<file path="src/rtl/ysyx_210544_cmt_stage.sv">
// Commit stage: responds to the writeback req/ack handshake, writes the regfile,
// emits a one-cycle difftest commit record and keeps instret/cycle counters.
module ysyx_210544_cmt_stage #(
  parameter logic [31:0] TRAP_INST = 32'h0000_006b
) (
  input  logic        clk,
  input  logic        rst,
  input  logic        i_cmt_writebacked_req,
  output logic        o_cmt_writebacked_ack,
  input  logic [63:0] i_cmt_pc,
  input  logic [31:0] i_cmt_inst,
  input  logic [4:0]  i_cmt_rd,
  input  logic        i_cmt_rd_wen,
  input  logic [63:0] i_cmt_rd_wdata,
  input  logic        i_cmt_skipcmt,
  input  logic [31:0] i_cmt_intrNo,
  output logic        o_rf_wen,
  output logic [4:0]  o_rf_waddr,
  output logic [63:0] o_rf_wdata,
  output logic        o_cmt_valid,
  output logic [63:0] o_cmt_pc,
  output logic [31:0] o_cmt_inst,
  output logic        o_cmt_wen,
  output logic [4:0]  o_cmt_wdest,
  output logic [63:0] o_cmt_wdata,
  output logic        o_cmt_skip,
  output logic [31:0] o_cmt_intrNo,
  output logic [63:0] o_cmt_instret,
  output logic [63:0] o_cmt_cycle,
  output logic        o_cmt_halted
);

  typedef enum logic [1:0] {
    S_IDLE   = 2'd0,
    S_COMMIT = 2'd1,
    S_HALT   = 2'd2
  } state_t;

  state_t      r_state;
  state_t      w_state_nxt;
  logic        w_capture;
  logic        w_commit;
  logic        w_is_intr;
  logic        w_is_trap;
  logic        w_valid;
  logic        w_rf_wen;
  logic        w_retire;

  logic [63:0] r_pc;
  logic [31:0] r_inst;
  logic [4:0]  r_rd;
  logic        r_rd_wen;
  logic [63:0] r_rd_wdata;
  logic        r_skip;
  logic [31:0] r_intr;
  logic [63:0] r_instret;
  logic [63:0] r_cycle;

  assign w_commit  = (r_state == S_COMMIT);
  assign w_is_intr = (r_intr != 32'd0);
  assign w_is_trap = (r_inst == TRAP_INST) && !w_is_intr;
  assign w_valid   = w_commit && ((r_inst != 32'd0) || w_is_intr);
  assign w_rf_wen  = w_commit && r_rd_wen && (r_rd != 5'd0) && !w_is_intr;
  assign w_retire  = w_commit && !w_is_intr && (r_inst != 32'd0);

  // State register
  always_ff @(posedge clk or negedge rst) begin
    if (!rst) begin
      r_state <= S_IDLE;
    end else begin
      r_state <= w_state_nxt;
    end
  end

  // Next-state logic; COMMIT lasts exactly one cycle, HALT is terminal
  always_comb begin
    w_state_nxt = r_state;
    w_capture   = 1'b0;
    case (r_state)
      S_IDLE: begin
        if (i_cmt_writebacked_req) begin
          w_capture   = 1'b1;
          w_state_nxt = S_COMMIT;
        end else begin
          w_state_nxt = S_IDLE;
        end
      end
      S_COMMIT: begin
        if (w_is_trap) begin
          w_state_nxt = S_HALT;
        end else begin
          w_state_nxt = S_IDLE;
        end
      end
      S_HALT:  w_state_nxt = S_HALT;
      default: w_state_nxt = S_IDLE;
    endcase
  end

  // Holding registers for the accepted writeback payload
  always_ff @(posedge clk or negedge rst) begin
    if (!rst) begin
      r_pc       <= 64'd0;
      r_inst     <= 32'd0;
      r_rd       <= 5'd0;
      r_rd_wen   <= 1'b0;
      r_rd_wdata <= 64'd0;
      r_skip     <= 1'b0;
      r_intr     <= 32'd0;
    end else if (w_capture) begin
      r_pc       <= i_cmt_pc;
      r_inst     <= i_cmt_inst;
      r_rd       <= i_cmt_rd;
      r_rd_wen   <= i_cmt_rd_wen;
      r_rd_wdata <= i_cmt_rd_wdata;
      r_skip     <= i_cmt_skipcmt;
      r_intr     <= i_cmt_intrNo;
    end
  end

  // Retired-instruction and free-running cycle counters (wrap at 2^64)
  always_ff @(posedge clk or negedge rst) begin
    if (!rst) begin
      r_instret <= 64'd0;
      r_cycle   <= 64'd0;
    end else begin
      r_cycle <= r_cycle + 64'd1;
      if (w_retire) begin
        r_instret <= r_instret + 64'd1;
      end else begin
        r_instret <= r_instret;
      end
    end
  end

  // Outputs depend only on state and holding registers, so reset clears them at once
  always_comb begin
    o_cmt_writebacked_ack = w_commit;
    o_rf_wen      = w_rf_wen;
    o_rf_waddr    = 5'd0;
    o_rf_wdata    = 64'd0;
    o_cmt_valid   = w_valid;
    o_cmt_pc      = 64'd0;
    o_cmt_inst    = 32'd0;
    o_cmt_wen     = 1'b0;
    o_cmt_wdest   = 5'd0;
    o_cmt_wdata   = 64'd0;
    o_cmt_skip    = 1'b0;
    o_cmt_intrNo  = 32'd0;
    o_cmt_instret = r_instret;
    o_cmt_cycle   = r_cycle;
    o_cmt_halted  = (r_state == S_HALT);
    if (w_rf_wen) begin
      o_rf_waddr = r_rd;
      o_rf_wdata = r_rd_wdata;
    end else begin
      o_rf_waddr = 5'd0;
      o_rf_wdata = 64'd0;
    end
    if (w_valid) begin
      o_cmt_pc     = r_pc;
      o_cmt_inst   = r_inst;
      o_cmt_wen    = w_rf_wen;
      o_cmt_wdest  = w_rf_wen ? r_rd : 5'd0;
      o_cmt_wdata  = w_rf_wen ? r_rd_wdata : 64'd0;
      o_cmt_skip   = r_skip;
      o_cmt_intrNo = r_intr;
    end else begin
      o_cmt_pc     = 64'd0;
    end
  end

endmodule
</file>
<file path="config.mk">
export PLATFORM = sky130hd
export DESIGN_NAME = ysyx_210544_cmt_stage
export DESIGN_NICKNAME = d
export VERILOG_FILES = /design/src/rtl/ysyx_210544_cmt_stage.sv
export SDC_FILE = /design/constraint.sdc
export NUM_CORES = 1
export LEC_CHECK = 0
export ABC_AREA = 1
export ABC_CLOCK_PERIOD_IN_PS = 3450
export BUFFER_PORTS_ARGS = -buffer_cell sky130_fd_sc_hd__buf_2
export CAP_MARGIN = 20
export CORE_AREA = 2 2 238 240
export CTS_CLUSTER_SIZE = 12
export DETAILED_ROUTE_END_ITERATION = 8
export DIE_AREA = 0 0 240 242
export REMOVE_ABC_BUFFERS = 1
export SKIP_CTS_REPAIR_TIMING = 1
export SLEW_MARGIN = 30
export SYNTH_ARGS = -nofsm -noshare
export SYNTH_HDL_FRONTEND = slang
export SYNTH_SLANG_ARGS = --single-unit
</file>
<file path="constraint.sdc">
create_clock -name clk -period 3.45 [get_ports clk]
set_input_delay 0.1725 -clock clk [delete_from_list [all_inputs] [get_ports clk]]
set_output_delay 0.1725 -clock clk [all_outputs]
set_load 0.01 [all_outputs]
</file>
==> results_dict.tcl, run 1 <==
set metrics [dict create \
    ant_nets 0 \
    htreeDepth 2 \
    hold_ws_ns 0.144 \
    max_cap_violations 0 \
    synth.distinct_cells 30 \
    final_cells 3987 \
    syn_inst 2418 \
    layout_min_cycle_time_ns 3.31 \
    antenna_found_initial 7 \
    path_clk_slew_ns 0.06 \
    numPortBuffers 601 \
    routed_via_density 4.63 \
    cts_buffers 40 \
    swShare 0.272 \
    core_area_um2 55700 \
    root_buffer "clkbuf_16" \
    drive_above_1_share 0.221 \
    grt_pass1_vias 16400 \
    place_ws_ns 0.561 \
    gp_congestion 0.947 \
    run_status "finished clean" \
    drt-initial-drc-count 1434 \
    endpoint_kind "primary output" \
    syn_area_per_cell_um2 7.15 \
    crit_path_max_fanout 58 \
    cts_tree "yes" \
    clk_latency_ns 0.57 \
    critPathLaunchType "flip-flop" \
    utilization 0.440 \
    power_frac_comb 0.136 \
    timing.setup.tns_ns 0 \
    seq_power_share 0.420 \
    synthToLayoutAreaGrowth_pct 41.8 \
    drcViolationCount 0 \
    cts.sinks 329 \
    finalSetupViolCount 0 \
    vias 18500 \
    synth-seq-cells 329 \
    crit_type "reg2out" \
    dp_cells 3708 \
    p_int_mw 7.40 \
    finalWorstSetupSlack_ns 0.136 \
    fmax_mhz 302 \
    dieHeight_um 242 \
    place_hpwl_um 54000 \
    io_pins 602 \
    cts_buffer_depth 3 \
    power_density_nw_per_um2 415 \
    mostFrequentLayoutCells "nand2_1 (650), buf_2 (600), nor2_1 (504)" \
    globalRouteTotalUtil 0.229 \
    post-route-period-util 0.961 \
    start_util 0.310 \
    routedWlPerCell_um 17.7 \
    fp.dieW_um 240 \
    vdd_drop_max_v 0.000359 \
    switchingPower_mw 2.77 \
    syn_area_um2 17300 \
    skew_ns 0.0214 \
    grt_max_degree 157 \
    placementRows 87 \
    clkPwrFrac 0.444 \
    p_leak_nw 12.6 \
    grt_pass1_wl_um 101000 \
    seq_area_frac_synth 0.476 \
    slew_headroom 0.460 \
    drv_slew 0 \
    arrival_ns 3.14 \
    wirelength_um 70400 \
    nets 3399 \
    hold_violations 0 \
    hp-class "in2async" \
    yosysWarnings 0 \
    required_ns 3.28 \
    first_pass_iters 6 \
    tightest_slew_ns 0.810 \
    die-area_um2 58100 \
    grt.overflow.total 0 \
    final_common_cell "nand2_1" \
]
stage by stage:
| step | power [mW] | cell area [µm²] |
|---|---|---|
| 6_report | 10.2 | 24500 |
| 5_1_grt | 10.6 | 24500 |
| 4_1_cts | 10.1 | 22500 |
| 3_5_place_dp | 5.51 | 21100 |
| 3_3_place_gp | 5.50 | 21100 |
| 2_1_floorplan | 4.92 | 16800 |
state kept, by name, summed over array words and instances, names as in the netlist, 2 cells and up:
register / count
r_rd_wdata: 64
r_intr: 32
r_state: 2
o_cmt_instret: 64
r_rd: 5
o_cmt_cycle: 64
r_pc: 64
r_inst: 32
worst paths after layout:
check | slack (ns) | cells after the start | startpoint | to
max | 0.14 | 10 | r_inst[15] | o_cmt_wdata[18]
min | 0.14 | 2 | rst | r_pc[20]
max reg2reg | 1.03 | 10 | r_intr[14] | o_cmt_instret[9]
min reg2reg | 0.49 | 2 | o_cmt_instret[63] | o_cmt_instret[63]
max in group asynchronous | 2.33 | 3 | rst | o_cmt_instret[56]
min in group clk | 0.34 | 4 | i_cmt_intrNo[29] | r_intr[29]
power groups by stage:
stage / Combinational (mW) / Sequential (mW) / Clock, mW
floorplan: 0.605 / 4.32 / 0
global placement: 1.18 / 4.33 / 0
detailed placement: 1.17 / 4.34 / 0
CTS: 1.18 / 4.27 / 4.62
global route: 1.52 / 4.30 / 4.75
finish: 1.39 / 4.27 / 4.51
logic make-up after synthesis:
group,Yosys count,synth area share
adders and majority gates,2,0.00145
DFF,329,0.476
AOI/OAI and AO/OA,256,0.0742
and+or+nand+nor,1320,0.306
xor gates and xnor gates,81,0.0410
buffers and inverters,430,0.101
Yosys cell counts, drive strengths merged:
| cell type | instances | share of area |
|---|---|---|
| nand2 | 655 | 0.14 |
| nor2 | 516 | 0.12 |
| inv | 345 | 0.075 |
| dfrtp | 329 | 0.48 |
| o21ai | 255 | 0.074 |
| nand3 | 71 | 0.021 |
| xor2 | 62 | 0.031 |
| buf | 48 | 0.018 |
| nand4 | 45 | 0.016 |
| clkbuf | 37 | 0.0081 |
| nor3 | 26 | 0.0078 |
| xnor2 | 19 | 0.0096 |
| ha | 2 | 0.0014 |
| nand3b | 2 | 0.00087 |
| nor3b | 2 | 0.0012 |
| or2 | 2 | 0.00072 |
| and2 | 1 | 0.00036 |
| o22ai | 1 | 0.00036 |
worst max-delay path: stages (launching register included):
cell	delay (ns)
dfrtp_1	0.36
inv_1	0.20
nand4_1	0.34
nor2_1	0.30
nand2_1	0.08
nor2_1	0.23
nand2_2	0.23
nand3_4	0.26
buf_12	0.28
nor2_1	0.10
buf_2	0.16
layer usage:
| metal | up-vias | track usage | share of wire |
|---|---|---|---|
| li1 | 8944 | - | - |
| met1 | 8683 | 0.285 | 0.41 |
| met2 | 701 | 0.378 | 0.48 |
| met3 | 145 | 0.0602 | 0.067 |
| met4 | 0 | 0.0884 | 0.041 |
| met5 | - | 0 | 0 |
cell type report:
cell class	count	area (µm²)
fillers	5673	31200
clock inverters	13	223
repair buffers	819	5280
well taps	756	946
flip-flops and latches	329	8230
clock buffers	58	1170
multi-input cells	1660	7350
diodes	7	17.5
inverters	345	1300
(Power assumes the default switching activity.)
==> run 2, diff against run 1 <==
--- a/config.mk
+++ b/config.mk
@@ -6,7 +6,7 @@
 export NUM_CORES = 1
 export LEC_CHECK = 0
 export ABC_AREA = 1
-export ABC_CLOCK_PERIOD_IN_PS = 3450
+export ABC_CLOCK_PERIOD_IN_PS = 2800
 export BUFFER_PORTS_ARGS = -buffer_cell sky130_fd_sc_hd__buf_2
 export CAP_MARGIN = 20
 export CORE_AREA = 2 2 238 240
==> constraint.sdc (replaced) <==
create_clock -name clk -period 2.8 [get_ports clk]
set_input_delay 0.14 -clock clk [delete_from_list [all_inputs] [get_ports clk]]
set_output_delay 0.14 -clock clk [all_outputs]
set_load 0.01 [all_outputs]
==> results_dict.tcl, run 2 (synthesis results as in run 1) <==
set metrics [dict create \
    cts_tree "yes" \
    required_ns 2.66 \
    first_pass_iters 8 \
    fp.dieW_um 240 \
    gp_congestion 0.933 \
    globalRouteTotalUtil 0.226 \
    nets 3424 \
    antenna_found_initial 6 \
    routedWlPerCell_um 17.9 \
    vdd_drop_max_v 0.000474 \
    p_total_mw 12.1 \
    core_area_um2 55700 \
    ant_nets 0 \
    cts_buffers 40 \
    placementRows 87 \
    grt.overflow.total 0 \
    r2r_end "o_cmt_instret[62]" \
    reg2reg_from "o_cmt_instret[1]" \
    dieHeight_um 242 \
    root_buffer "clkbuf_16" \
    crit_type "reg2out" \
    path_clk_slew_ns 0.06 \
    layout_min_cycle_time_ns 2.68 \
    numPortBuffers 601 \
    ff2ff_setup_slack_ns 0.57 \
    slew_headroom 0.564 \
    routed_via_density 4.70 \
    hold_violations 0 \
    place_hpwl_um 53800 \
    fill_cells 5657 \
    tightest_slew_ns 0.648 \
    run_status "finished clean" \
    drv_slew 0 \
    drive_above_1_share 0.229 \
    arrival_ns 2.54 \
    max_cap_violations 0 \
    grt_pass1_wl_um 99800 \
    start_util 0.310 \
    crit_path_max_fanout 18 \
    p_leak_nw 12.8 \
    cts_buffer_depth 3 \
    htreeDepth 2 \
    skew_ns 0.0132 \
    finalSetupViolCount 0 \
    vias 18800 \
    mostFrequentLayoutCells "nand2_1 (648), buf_2 (600), nor2_1 (498)" \
    endpoint_kind "primary output" \
    clk_latency_ns 0.55 \
    reg2reg_depth 10 \
    critPathLaunchType "flip-flop" \
    fmax_mhz 374 \
    synthToLayoutAreaGrowth_pct 43.5 \
    grt_max_degree 97 \
    drcViolationCount 0 \
    grt_pass1_vias 16200 \
    power_density_nw_per_um2 488 \
    post-route-period-util 0.956 \
    die-area_um2 58100 \
    timing.setup.tns_ns 0 \
    io_pins 602 \
    cts.sinks 329 \
    final_common_cell "nand2_1" \
    drt-initial-drc-count 1532 \
    wirelength_um 71900 \
    hp-class "in2async" \
]
## run 2: changes by cell type in the layout (fill, tap and decap cells not counted), sizes merged, moves of 2 or more
cell / delta
buf: +18
clkbuf: +8
clkinv: +5
bufinv: -4
diode: -2
## run 2: critical path: stages (launching register included)
cell	delay (ns)
dfrtp_1	0.36
inv_2	0.12
nand4_1	0.24
nor2_2	0.21
nand2_1	0.07
nor2_1	0.15
nand2_2	0.15
nand2_8	0.21
buf_6	0.24
nor2_1	0.08
buf_2	0.15
## run 2: cell type report
type	instances	area, µm²	share of cell area
tap	756	946	0.0381
antenna	5	12.5	0.000504
clock buffer	58	1160	0.0467
sequential	329	8230	0.332
inverter	345	1300	0.0525
clock inverter	13	111	0.00449
timing repair buffer	845	5680	0.229
multi-input combinational	1659	7370	0.297
## run 2: how the worst max path moves through the flow
stage	from	endpoint	depth (start not counted)
floorplan	r_state[0]	r_state[0]	3
global placement	r_inst[15]	o_cmt_inst[10]	10
detailed placement	r_inst[15]	o_cmt_inst[10]	10
CTS	r_inst[15]	o_cmt_inst[10]	10
global route	r_intr[6]	o_cmt_wdata[10]	13
finish	r_inst[15]	o_cmt_pc[39]	10
## run 2: metrics by stage
stage	std cells	util	hold WS [ns]	setup slack, ns	area (µm²)
2_1_floorplan	2333	-	-0.156	-3.06	16800
3_3_place_gp	3720	0.380	0.141	0.472	21200
3_5_place_dp	3720	0.380	0.144	0.488	21200
4_1_cts	3791	0.403	-0.467	-0.122	22500
5_1_grt	4009	0.445	0.173	-0.0441	24800
6_report	4010	0.445	0.150	0.125	24800
## run 2: layer usage
layer,wire [µm],GRT usage,vias to the layer above
li1,-,-,9007
met1,30000,0.292,8957
met2,34900,0.375,715
met3,4480,0.0489,146
met4,2510,0.0751,4
met5,59,0,-
## run 2: report_power, final
part	internal (mW)	switching, mW
registers	5.13	0.134
logic	0.648	1.11
clock network	2.97	2.11
total	8.75	3.35
